$ cat config.mk
export PLATFORM = sky130hd
export DESIGN_NAME = solution_assembler_flat
export DESIGN_NICKNAME = d
export VERILOG_FILES = /design/src/rtl/solution_assembler_if.sv /design/src/rtl/solution_assembler.sv /design/src/flat_wrapper.sv
export SDC_FILE = /design/constraint.sdc
export NUM_CORES = 1
export LEC_CHECK = 0
export ABC_AREA = 0
export CORE_MARGIN = 10
export CORE_UTILIZATION = 30
export CTS_BUF_LIST = sky130_fd_sc_hd__clkbuf_4
export DETAILED_ROUTE_END_ITERATION = 6
export PLACE_DENSITY_LB_ADDON = 0.1
export SLEW_MARGIN = 20
export SYNTH_ARGS = -nofsm -noshare
export SYNTH_HDL_FRONTEND = slang
export SYNTH_SLANG_ARGS = --single-unit
$ cat constraint.sdc
create_clock -name clk -period 7.55 [get_ports clk]
set_input_delay 1.1325 -clock clk [delete_from_list [all_inputs] [get_ports clk]]
set_output_delay 1.1325 -clock clk [all_outputs]
set_load 0.01 [all_outputs]
$ cat src/rtl/solution_assembler_if.sv
`default_nettype none
// ============================================================================
// solution_assembler_if
// ----------------------------------------------------------------------------
// Bundles the solver-side capture signals and the UART TX byte handshake
// of the solution assembler.
//   valid_in       : one-cycle strobe, solution/n/m are valid
//   solution       : solved grid, solution[r][c] = cell at row r, column c
//   n, m           : row / column count (4 bits each)
//   transmit_busy  : UART TX busy, do not issue a byte
//   transmit_ready : one-cycle pulse, byte_out is valid
//   byte_out       : byte to transmit
// Modports: master = producer/UART side, slave = the assembler.
// Revision: 1.0 - initial release
// ============================================================================
interface solution_assembler_if #(
  parameter int MAX_DIM = 11
);
  logic                              valid_in;
  logic                              transmit_busy;
  logic [MAX_DIM-1:0][MAX_DIM-1:0]   solution;
  logic [3:0]                        n;
  logic [3:0]                        m;
  logic                              transmit_ready;
  logic [7:0]                        byte_out;

  modport master (
    output valid_in, transmit_busy, solution, n, m,
    input  transmit_ready, byte_out
  );

  modport slave (
    input  valid_in, transmit_busy, solution, n, m,
    output transmit_ready, byte_out
  );
endinterface
`default_nettype wire

$ cat src/rtl/solution_assembler.sv
`default_nettype none
// ============================================================================
// solution_assembler
// ----------------------------------------------------------------------------
// Output-side serializer of the nonogram solver. Captures a solved grid on
// valid_in and emits the frame
//   E0, {n,m}, {5'b0,row[10:8]}, row[7:0] (per row), FF
// one byte per transmit_ready pulse, pacing itself on transmit_busy.
// Ports:
//   clk  : system clock, rising edge
//   rst  : synchronous active-high reset (aborts any stream in flight)
//   bus  : solution_assembler_if.slave (capture inputs + UART handshake)
// Revision: 1.0 - initial release
// ============================================================================
module solution_assembler #(
  parameter int MAX_DIM = 11
) (
  input  logic                 clk,
  input  logic                 rst,
  solution_assembler_if.slave  bus
);
  localparam logic [3:0] DIM_MAX    = 4'(MAX_DIM);
  localparam logic [7:0] START_MARK = 8'hE0;
  localparam logic [7:0] END_MARK   = 8'hFF;

  typedef enum logic [2:0] {
    S_IDLE = 3'd0,
    S_LOAD = 3'd1,
    S_WAIT = 3'd2,
    S_SEND = 3'd3,
    S_GAP  = 3'd4
  } state_t;

  state_t state, state_next;

  logic [MAX_DIM-1:0][MAX_DIM-1:0] grid;
  logic [3:0]         n_c;
  logic [3:0]         m_c;
  logic [4:0]         byte_idx;
  logic [7:0]         byte_q;

  logic [3:0]         n_clamp;
  logic [3:0]         m_clamp;
  logic [MAX_DIM-1:0] col_mask;
  logic [4:0]         last_idx;
  logic [4:0]         row_off;
  logic [3:0]         row_sel;
  logic [15:0]        row_bits;
  logic [7:0]         cur_byte;
  logic               ready;

  // Clamp dimensions and build the column mask at capture time so the
  // stored grid already has unused columns zeroed.
  always_comb begin
    n_clamp = (bus.n > DIM_MAX) ? DIM_MAX : bus.n;
    m_clamp = (bus.m > DIM_MAX) ? DIM_MAX : bus.m;
    col_mask = '0;
    for (int c = 0; c < MAX_DIM; c++) begin
      col_mask[c] = (4'(c) < m_clamp);
    end
  end

  // Byte index 0 = start marker, 1 = dimensions, 2..2N+1 = row pairs,
  // 2N+2 = end marker.
  always_comb begin
    last_idx = 5'd2 + {n_c, 1'b0};
    row_off  = byte_idx - 5'd2;
    row_sel  = row_off[4:1];
    row_bits = 16'(grid[row_sel]);
    if (byte_idx == 5'd0) begin
      cur_byte = START_MARK;
    end else if (byte_idx == 5'd1) begin
      cur_byte = {n_c, m_c};
    end else if (byte_idx >= last_idx) begin
      cur_byte = END_MARK;
    end else if (!row_off[0]) begin
      cur_byte = row_bits[15:8];
    end else begin
      cur_byte = row_bits[7:0];
    end
  end

  always_ff @(posedge clk) begin
    if (rst) begin
      state    <= S_IDLE;
      grid     <= '0;
      n_c      <= '0;
      m_c      <= '0;
      byte_idx <= '0;
      byte_q   <= '0;
    end else begin
      state <= state_next;
      case (state)
        S_IDLE: begin
          if (bus.valid_in) begin
            n_c <= n_clamp;
            m_c <= m_clamp;
            for (int r = 0; r < MAX_DIM; r++) begin
              grid[r] <= bus.solution[r] & col_mask;
            end
          end
        end
        S_LOAD: byte_idx <= '0;
        // Latch the byte on the way into SEND so it stays put until the
        // next pulse.
        S_WAIT: if (!bus.transmit_busy) byte_q <= cur_byte;
        S_GAP:  if (byte_idx != last_idx) byte_idx <= byte_idx + 5'd1;
        default: ;
      endcase
    end
  end

  always_comb begin
    state_next = state;
    ready      = 1'b0;
    case (state)
      S_IDLE: if (bus.valid_in) state_next = S_LOAD;
      S_LOAD: state_next = S_WAIT;
      S_WAIT: if (!bus.transmit_busy) state_next = S_SEND;
      S_SEND: begin
        ready      = 1'b1;
        state_next = S_GAP;
      end
      S_GAP:  state_next = (byte_idx == last_idx) ? S_IDLE : S_WAIT;
      default: state_next = S_IDLE;
    endcase
  end

  assign bus.transmit_ready = ready;
  assign bus.byte_out       = byte_q;
endmodule
`default_nettype wire

$ cat src/flat_wrapper.sv
// flat-port wrapper written by rule: the top's interface ports become plain ports
module solution_assembler_flat 
#(
  parameter int MAX_DIM = 11
)
  (clk, rst, bus_valid_in, bus_transmit_busy, bus_solution, bus_n, bus_m, bus_transmit_ready, bus_byte_out);
  solution_assembler_if #(.MAX_DIM(MAX_DIM)) bus_i ();
  input  logic clk;
  input  logic rst;
  input wire logic [$bits(bus_i.valid_in)-1:0] bus_valid_in;
  input wire logic [$bits(bus_i.transmit_busy)-1:0] bus_transmit_busy;
  input wire logic [$bits(bus_i.solution)-1:0] bus_solution;
  input wire logic [$bits(bus_i.n)-1:0] bus_n;
  input wire logic [$bits(bus_i.m)-1:0] bus_m;
  output wire logic [$bits(bus_i.transmit_ready)-1:0] bus_transmit_ready;
  output wire logic [$bits(bus_i.byte_out)-1:0] bus_byte_out;
  assign bus_i.valid_in = bus_valid_in;
  assign bus_i.transmit_busy = bus_transmit_busy;
  assign bus_i.solution = bus_solution;
  assign bus_i.n = bus_n;
  assign bus_i.m = bus_m;
  assign bus_transmit_ready = bus_i.transmit_ready;
  assign bus_byte_out = bus_i.byte_out;
  solution_assembler #(.MAX_DIM(MAX_DIM)) u_core (.clk(clk), .rst(rst), .bus(bus_i));
endmodule
==> reports/summary.txt, run 1 <==
most instantiated library cell after synthesis -> dfxtp_1
vias in the first global route -> 5,780
register area share after synthesis -> 44.58%
post-route ant nets -> 0
max-cap violations -> 0
CTS Hold Bufs -> 0
crit path max fanout -> 25
R2R Path Start -> u_core.byte_idx[1]$_SDFFE_PP0P_
Worst Tran Pin Value -> 1.058 ns
met1 Resource Use GR -> 19.03%
Max VDD drop -> 102.8 uV
WL final -> 21,680 um
CP startpoint kind -> flop
final non-filler cell total -> 1,104
Worst Hold Depth -> 2
clk slew on worst S/H paths -> 0.14 ns
clock sink count -> 145
GR Layer Usage met3 -> 4.518%
Clock Tree Root -> clkbuf_4
Hold Path Origin -> u_core.grid[69]$_SDFFE_PP0P_
Setup TNS -> 0 ns
input/output buffers -> 141
CP required -> 8.03 ns
static leakage -> 0.002844 uW
Synth async-reset ratio -> 0%
outcome -> completed
GRT Resource Usage Total -> 14.98%
# rows -> 53
reg-to-reg critical path endpoint -> u_core.bus.byte_out[2]$_SDFFE_PP0P_
vias per cell -> 5.317
Die Height -> 167.3 um
Design Power -> 1649 uW
Avg Inst Size Synth -> 9.132 um2
layout cell share with drive strength beyond 1 -> 8.696%
top cell type's share of synthesized area -> 44.58%
Ports -> 142
Seq cells post-synth -> 145
Core Region -> 0.02122 mm2
initial antenna violation count -> 1
Worst Skew -> 0.01785 ns
Final Hold Fails -> 0
Syn Nets -> 856
NumNets Final -> 958
R2R setup slack -> 3.71 ns
WHS Endpoint -> u_core.grid[69]$_SDFFE_PP0P_
post-synth cell types -> 41
fmax -> 260.6 MHz
reg2reg path depth -> 8
vias -> 5,870
deepest clock path buffer count -> 2
leading area contributor after synthesis -> dfxtp_1
Num CTS Buffers -> 17
post-CTS sizing -> 0
largest net degree at the start of global routing -> 80
gr ovfl total -> 0
CTS H-tree depth -> 4
placed cell count -> 1,071
final hold slack -> 0.4603 ns
pwr dens -> 197.7 mW/mm2
worst hold path type -> reg2reg
commonest cells in the netlist -> dfxtp_1, nor2_1, a22oi_1
DRT iter0 DRCs -> 374
headroom to the max-slew limit -> 29.21%
Synth warnings -> 0
Slew Limit Fails -> 0
full die area -> 0.02800 mm2
first-pass GRT wire length -> 33,440 um
P&R area growth vs syn -> 28.11%
prevailing post-synth register cell -> dfxtp_1
clk_lat worst skew -> 0.57 ns
# Post-CTS Setup Buffers -> 0
RePlAce Congestion -> 0.8160
final worst-path cycle share -> 50.82%
WL/cell -> 19.64 um
RSZ-0062 raised after global routing -> false
drt first pass iters -> 7
Setup CP Type -> reg2reg
CTS tree -> built
Worst setup EP type -> flop
chip width -> 167.3 um
Post-synth EDFFs -> 0
layer with the highest usage -> met2
leading post-synthesis cells by cell area -> dfxtp_1, a22oi_1, nor2_1
HPWL Detailed -> 15,690 um
Post-Syn Instances -> 713
GRT met2 Usage -> 23.93%
minimum clock period -> 3.837 ns
final setup violation count -> 0
Data arrival, critical path -> 4.32 ns
post-route DRC violation count -> 0
starting density of the core -> 30.68%
Mapped Area -> 0.006511 mm2
-- cell usage in the layout (no fill, tap or decap), types with 11 or more instances in the layout --
master / n
a22oi_1: 101
clkdlybuf4s50_1: 140
a21oi_1: 38
mux2i_1: 26
nor2_1: 127
inv_1: 11
nand3_1: 29
dfxtp_1: 145
o211ai_1: 21
mux4_2: 19
nand2_1: 43
clkbuf_4: 17
-- logic make-up (layout without fill, tap and decap cells) --
group / Yosys count / in the layout / synth area share [%]
simple gates: 224 / 224 / 14.62
compound gates: 203 / 203 / 21.73
flops: 145 / 145 / 44.58
buf+inv: 78 / 193 / 5.496
mux: 45 / 45 / 10.57
fa+ha+maj: 10 / 10 / 1.922
xor+xnor: 8 / 8 / 1.076
other cells: 0 / 1 / 0
-- registers in the layout (all words and copies together) (netlist names) --
signal and cells:
u_core.n_c 4, u_core.m_c 4, u_core.bus.byte_out 8, u_core.byte_idx 5, u_core.state 3, u_core.grid 121
-- worst max-delay path, cell delays in order (launching register included) --
cell	delay, ns
dfxtp_1	0.36
clkinv_1	0.52
ha_2	0.94
buf_4	0.51
nor2b_1	0.76
nand2_1	0.11
o211ai_1	0.13
o211ai_1	0.13
a311oi_1	0.28
-- per-stage QoR --
| stage | setup slack, ns | area, um2 | utilization, % |
|---|---|---|---|
| 3_3_place_gp | 3.797 | 8024 | 37.81 |
| 2_1_floorplan | 5.093 | 6511 | - |
| 6_report | 3.713 | 8342 | 39.31 |
| 3_5_place_dp | 3.737 | 8055 | 37.96 |
| 5_1_grt | 3.406 | 8342 | 39.31 |
| 4_1_cts | 3.705 | 8330 | 39.26 |
-- metal layers --
metal / share of wire (%) / vias to the layer above
li1: - / 2798
met3: 6.4 / 16
met4: 1.3 / 0
met2: 47 / 201
met5: 0 / -
met1: 45 / 2855
-- layout make-up --
cell class / count / area, um2
tap: 275 / 344.1
multi-input combinational: 490 / 3287
clock buffer: 17 / 127.6
clock inverter: 15 / 147.6
antenna: 1 / 2.502
sequential: 145 / 2903
timing repair buffer: 148 / 1481
inverter: 13 / 48.80
fill: 2145 / 12880
-- how the worst max path moves through the flow --
stage                                          startpoint                             endpoint  slack, ns  cells past startpoint
after floorplan           u_core.byte_idx[1]$_SDFFE_PP0P_  u_core.bus.byte_out[0]$_SDFFE_PP0P_       5.09                     10
after global placement    u_core.byte_idx[1]$_SDFFE_PP0P_  u_core.bus.byte_out[2]$_SDFFE_PP0P_       3.80                      8
after detailed placement  u_core.byte_idx[1]$_SDFFE_PP0P_  u_core.bus.byte_out[2]$_SDFFE_PP0P_       3.74                      8
after CTS                 u_core.byte_idx[1]$_SDFFE_PP0P_  u_core.bus.byte_out[2]$_SDFFE_PP0P_       3.70                      8
after global routing      u_core.byte_idx[1]$_SDFFE_PP0P_  u_core.bus.byte_out[1]$_SDFFE_PP0P_       3.41                      8
final                     u_core.byte_idx[1]$_SDFFE_PP0P_  u_core.bus.byte_out[2]$_SDFFE_PP0P_       3.71                      8
-- where the power goes --
| group | leakage (uW) | internal, uW | total (uW) | switching (uW) |
|---|---|---|---|---|
| clock network | 0.000148 | 173 | 495 | 323 |
| registers | 0.00118 | 816 | 849 | 33.2 |
| logic | 0.00151 | 140 | 305 | 165 |
| total | 0.00284 | 1130 | 1650 | 521 |
No activity file was read; power rests on OpenSTA's default activity.
==> run 2, diff against run 1 <==
==> constraint.sdc (replaced) <==
create_clock -name clk -period 3.78 [get_ports clk]
set_input_delay 0.567 -clock clk [delete_from_list [all_inputs] [get_ports clk]]
set_output_delay 0.567 -clock clk [all_outputs]
set_load 0.01 [all_outputs]
==> reports/summary.txt, run 2 (synthesized netlist as in run 1, its figures left out) <==
outcome -> completed
layout cell share with drive strength beyond 1 -> 9.416% (+0.72 points)
slowest CP cell -> ha_2
headroom to the max-slew limit -> 28.85% (-0.36 points)
Clock Tree Root -> clkbuf_4
largest net degree at the start of global routing -> 100 (+25%)
post-route DRC violation count -> 0 (unchanged)
static leakage -> 0.002936 uW (+3.2%)
minimum clock period -> 2.685 ns (-1.151 ns)
max-cap violations -> 0 (unchanged)
Die Height -> 167.3 um (unchanged)
CP startpoint kind -> flop
final worst-path cycle share -> 71.03% (+20 points)
post-route ant nets -> 0 (unchanged)
Data arrival, critical path -> 3.08 ns (-1.24 ns)
CTS H-tree depth -> 4 (unchanged)
Worst Hold Depth -> 2 (unchanged)
Most common cell on crit path -> inv_1
R2R setup slack -> 1.09 ns (-2.62 ns)
DRT iter0 DRCs -> 468 (+25%)
CP required -> 4.18 ns (-3.85 ns)
NumNets Final -> 969 (+1.1%)
crit-path cells -> inv_1 > ha_2 > buf_4 > mux2i_1 > mux4_2 > inv_1 > a221oi_1 > a311oi_1
Setup CP Type -> reg2reg
HPWL Detailed -> 16,200 um (+3.2%)
Core Region -> 0.02122 mm2 (unchanged)
worst hold path type -> reg2reg
WL/cell -> 19.57 um (-0.35%)
clk_lat worst skew -> 0.55 ns (-0.02 ns)
Design Power -> 3533 uW (+110%)
crit path max fanout -> 17 (-32%)
CTS tree -> built
drt first pass iters -> 6 (-1)
# Post-CTS Setup Buffers -> 0 (unchanged)
filler instances -> 2,130 (-0.70%)
most frequent cells in the layout -> dfxtp_1, clkdlybuf4s50_1, nor2_1
Worst setup EP type -> flop
full die area -> 0.02800 mm2 (unchanged)
fmax -> 372.4 MHz (+43%)
CTS Hold Bufs -> 0 (unchanged)
input/output buffers -> 141 (unchanged)
Ports -> 142 (unchanged)
reg2reg path depth -> 8 (unchanged)
# rows -> 53 (unchanged)
WL final -> 21,840 um (+0.73%)
RSZ-0062 raised after global routing -> false
Num CTS Buffers -> 17 (unchanged)
starting density of the core -> 30.68% (unchanged)
Worst Tran Pin Value -> 1.067 ns (+0.009271 ns)
vias in the first global route -> 6,042 (+4.5%)
RePlAce Congestion -> 0.8372 (+2.6%)
final setup violation count -> 0 (unchanged)
pwr dens -> 416.7 mW/mm2 (+110%)
gr ovfl total -> 0 (unchanged)
chip width -> 167.3 um (unchanged)
first-pass GRT wire length -> 34,420 um (+2.9%)
commonest non-fill, non-tap cell in the layout -> dfxtp_1
post-CTS sizing -> 0 (unchanged)
Setup TNS -> 0 ns (unchanged)
GRT Resource Usage Total -> 15.35% (+0.36 points)
initial antenna violation count -> 1 (unchanged)
Slew Limit Fails -> 0 (unchanged)
Final Hold Fails -> 0 (unchanged)
P&R area growth vs syn -> 30.19%
Worst Skew -> 0.01244 ns (-0.005411 ns)
Max VDD drop -> 161.9 uV (+57%)
Reg with most FFs -> u_core.grid
deepest clock path buffer count -> 2 (unchanged)
max reg flops -> 121 (unchanged)
vias per cell -> 5.233 (-1.6%)
clock sink count -> 145 (unchanged)
max incr delay on CP -> 0.68 ns (-0.26 ns)
vias -> 5,840 (-0.51%)
clk slew on worst S/H paths -> 0.13 ns (about the same)
-- run 2: stage by stage --
stage	util (%)	worst slack [ns]	hold slack (ns)	instances	area, um2
floorplan	-	1.323	0.4287	713	6511
global placement	38.24	0.9702	0.4403	1082	8114
detailed placement	38.24	0.8571	0.4440	1082	8114
CTS	39.92	1.076	0.4624	1114	8472
global route	39.95	0.8691	0.4753	1116	8477
finish	39.95	1.095	0.4621	1116	8477
-- run 2: final cells by class --
class	instances	area [um2]	share of cell area [%]
clock buffers	17	127.6	1.506
clock inverters	15	230.2	2.716
inverters	13	48.80	0.5756
multi-input cells	490	3274	38.63
repair buffers	159	1544	18.21
flip-flops and latches	145	2903	34.24
diodes	2	5.005	0.05904
well taps	275	344.1	4.059
-- run 2: power by group --
part	switching, uW	internal (uW)
Sequential	67.3	1630
Combinational	330	287
Clock	618	602
Total	1020	2520
-- run 2: critical path, delay by kind of cell (launching register included) --
kind | cells | cell delay (ns)
muxes | 2 | 0.50
AOI/OAI and AO/OA | 2 | 0.41
buffers and inverters | 3 | 0.43
adders and majority gates | 1 | 0.68
DFF | 1 | 0.52
-- run 2: routing by layer --
metal | vias up | wire, um | part of all wire, % | GRT usage, %
met5 | - | 0 | 0 | 0
met4 | 0 | 314 | 1.4 | 4.050
met3 | 18 | 1360 | 6.2 | 4.682
met2 | 172 | 10070 | 46 | 23.72
met1 | 2817 | 10100 | 46 | 20.27
li1 | 2833 | - | - | -
-- run 2: final timing paths --
check	to	start
min reg2reg	u_core.grid[102]$_SDFFE_PP0P_	u_core.grid[102]$_SDFFE_PP0P_
min	u_core.grid[102]$_SDFFE_PP0P_	u_core.grid[102]$_SDFFE_PP0P_
max	u_core.bus.byte_out[1]$_SDFFE_PP0P_	u_core.byte_idx[2]$_SDFFE_PP0P_
max reg2reg	u_core.bus.byte_out[1]$_SDFFE_PP0P_	u_core.byte_idx[2]$_SDFFE_PP0P_
==> run 3, diff against run 2 <==
==> constraint.sdc (replaced) <==
create_clock -name clk -period 2.7 [get_ports clk]
set_input_delay 0.405 -clock clk [delete_from_list [all_inputs] [get_ports clk]]
set_output_delay 0.405 -clock clk [all_outputs]
set_load 0.01 [all_outputs]
==> reports/summary.txt, run 3 (synthesized netlist as in run 1, its figures left out) <==
filler instances -> 2,124 (-0.28%)
final worst-path cycle share -> 89.92% (+19 points)
WL final -> 21,820 um (-0.12%)
# Post-CTS Setup Buffers -> 0 (unchanged)
worst hold path type -> in2reg
post-route ant nets -> 0 (unchanged)
largest net degree at the start of global routing -> 88 (-12%)
Core Region -> 0.02122 mm2 (unchanged)
headroom to the max-slew limit -> 39.47% (+11 points)
Die Height -> 167.3 um (unchanged)
GRT Resource Usage Total -> 15.08% (-0.27 points)
vias in the first global route -> 6,014 (-0.46%)
crit-path cells -> inv_1 > ha_2 > buf_12 > mux2i_1 > mux4_2 > inv_1 > a221oi_1 > a311oi_1
Data arrival, critical path -> 2.88 ns (-0.20 ns)
slowest CP cell -> dfxtp_1
clk slew on worst S/H paths -> 0.14 ns (about the same)
post-route DRC violation count -> 0 (unchanged)
max incr delay on CP -> 0.52 ns (-0.16 ns)
gr ovfl total -> 0 (unchanged)
chip width -> 167.3 um (unchanged)
Slew Limit Fails -> 0 (unchanged)
RePlAce Congestion -> 0.8435 (+0.75%)
minimum clock period -> 2.428 ns (-0.2571 ns)
post-CTS sizing -> 0 (unchanged)
initial antenna violation count -> 1 (unchanged)
CTS H-tree depth -> 4 (unchanged)
first-pass GRT wire length -> 33,940 um (-1.4%)
outcome -> completed
deepest clock path buffer count -> 2 (unchanged)
Reg with most FFs -> u_core.grid
final setup violation count -> 0 (unchanged)
CP startpoint kind -> flop
vias -> 5,835 (-0.086%)
drt first pass iters -> 5 (-1)
full die area -> 0.02800 mm2 (unchanged)
Final Hold Fails -> 0 (unchanged)
clk_lat worst skew -> 0.55 ns (about the same)
Num CTS Buffers -> 17 (unchanged)
CTS Hold Bufs -> 0 (unchanged)
commonest non-fill, non-tap cell in the layout -> dfxtp_1
Worst Skew -> 0.02080 ns (+0.008361 ns)
CTS tree -> built
CP top delay family -> multiplexers
# rows -> 53 (unchanged)
clock sink count -> 145 (unchanged)
crit path max fanout -> 23 (+6)
HPWL Detailed -> 16,300 um (+0.62%)
Worst Tran Pin Value -> 0.9079 ns (-0.1594 ns)
placed cell count -> 1,094 (+1.1%)
Ports -> 142 (unchanged)
Setup TNS -> 0 ns (unchanged)
max-cap violations -> 0 (unchanged)
Clock Tree Root -> clkbuf_4
input/output buffers -> 141 (unchanged)
Max VDD drop -> 208.4 uV (+29%)
max reg flops -> 121 (unchanged)
most frequent cells in the layout -> dfxtp_1, clkdlybuf4s50_1, nor2_1
vias per cell -> 5.177 (-1.1%)
Most common cell on crit path -> inv_1
fmax -> 411.9 MHz (+11%)
pwr dens -> 555.0 mW/mm2 (+33%)
final non-filler cell total -> 1,127 (+0.99%)
NumNets Final -> 981 (+1.2%)
Setup CP Type -> reg2reg
static leakage -> 0.002972 uW (+1.2%)
DRT iter0 DRCs -> 367 (-22%)
layout cell share with drive strength beyond 1 -> 10.69% (+1.3 points)
Worst setup EP type -> flop
sequential standard cell area -> 0.002903 mm2 (unchanged)
RSZ-0062 raised after global routing -> false
buffers and inverters on the worst path -> 3 (unchanged)
CP required -> 3.15 ns (-1.03 ns)
starting density of the core -> 30.68% (unchanged)
WL/cell -> 19.36 um (-1.1%)
P&R area growth vs syn -> 31.01%
Multi-input gate area -> 0.003274 mm2 (unchanged)
## run 3: changes by cell type in the layout (fill, tap and decap cells not counted), sizes merged
cell	before	now
buf	19	31
inv	15	20
clkinv	8	4
bufinv	5	2
clkinvlp	0	2
diode	2	1
## run 3: layer usage
layer	share of wire, %	global-route usage [%]
met1	46	19.18
met2	47	24.19
met3	5.1	4.260
met4	1.7	4.580
met5	0	0
## run 3: final timing paths
check	start	endpoint	slack, ns	depth (start not counted)
setup / recovery	u_core.byte_idx[2]$_SDFFE_PP0P_	u_core.bus.byte_out[2]$_SDFFE_PP0P_	0.27	8
hold / removal	rst	u_core.grid[90]$_SDFFE_PP0P_	0.41	2
setup reg to reg	u_core.byte_idx[2]$_SDFFE_PP0P_	u_core.bus.byte_out[2]$_SDFFE_PP0P_	0.27	8
hold reg to reg	u_core.grid[80]$_SDFFE_PP0P_	u_core.grid[80]$_SDFFE_PP0P_	0.46	2
## run 3: cell type report
type | instances | share of cell area, %
antenna | 1 | 0.02933
clock inverter | 15 | 2.009
sequential | 145 | 34.03
multi-input combinational | 490 | 38.38
tap | 275 | 4.033
timing repair buffer | 171 | 19.45
clock buffer | 17 | 1.496
inverter | 13 | 0.5720
## run 3: worst register-to-register path, cell delays in order, from the launching register on
cell and delay [ns]:
dfxtp_1 0.52, inv_1 0.09, ha_2 0.45, buf_12 0.23, mux2i_1 0.14, mux4_2 0.48
inv_1 0.08, a221oi_1 0.07, a311oi_1 0.29
## run 3: stage by stage
| step | total power, uW | hold slack, ns | setup slack (ns) | instance area (um2) | utilization, % |
|---|---|---|---|---|---|
| 2_1_floorplan | 2886 | 0.4287 | 0.2432 | 6511 | - |
| 3_3_place_gp | 3282 | 0.4369 | 0.3099 | 8229 | 38.78 |
| 3_5_place_dp | 3305 | 0.4441 | 0.1909 | 8229 | 38.78 |
| 4_1_cts | 4783 | 0.3546 | 0.2425 | 8528 | 40.19 |
| 5_1_grt | 4975 | 0.3880 | 0.08839 | 8531 | 40.20 |
| 6_report | 4734 | 0.4107 | 0.2720 | 8531 | 40.20 |
## run 3: power breakdown
group | switching [uW] | internal [uW]
sequential | 90.7 | 2280
clock | 895 | 582
combinational | 468 | 418
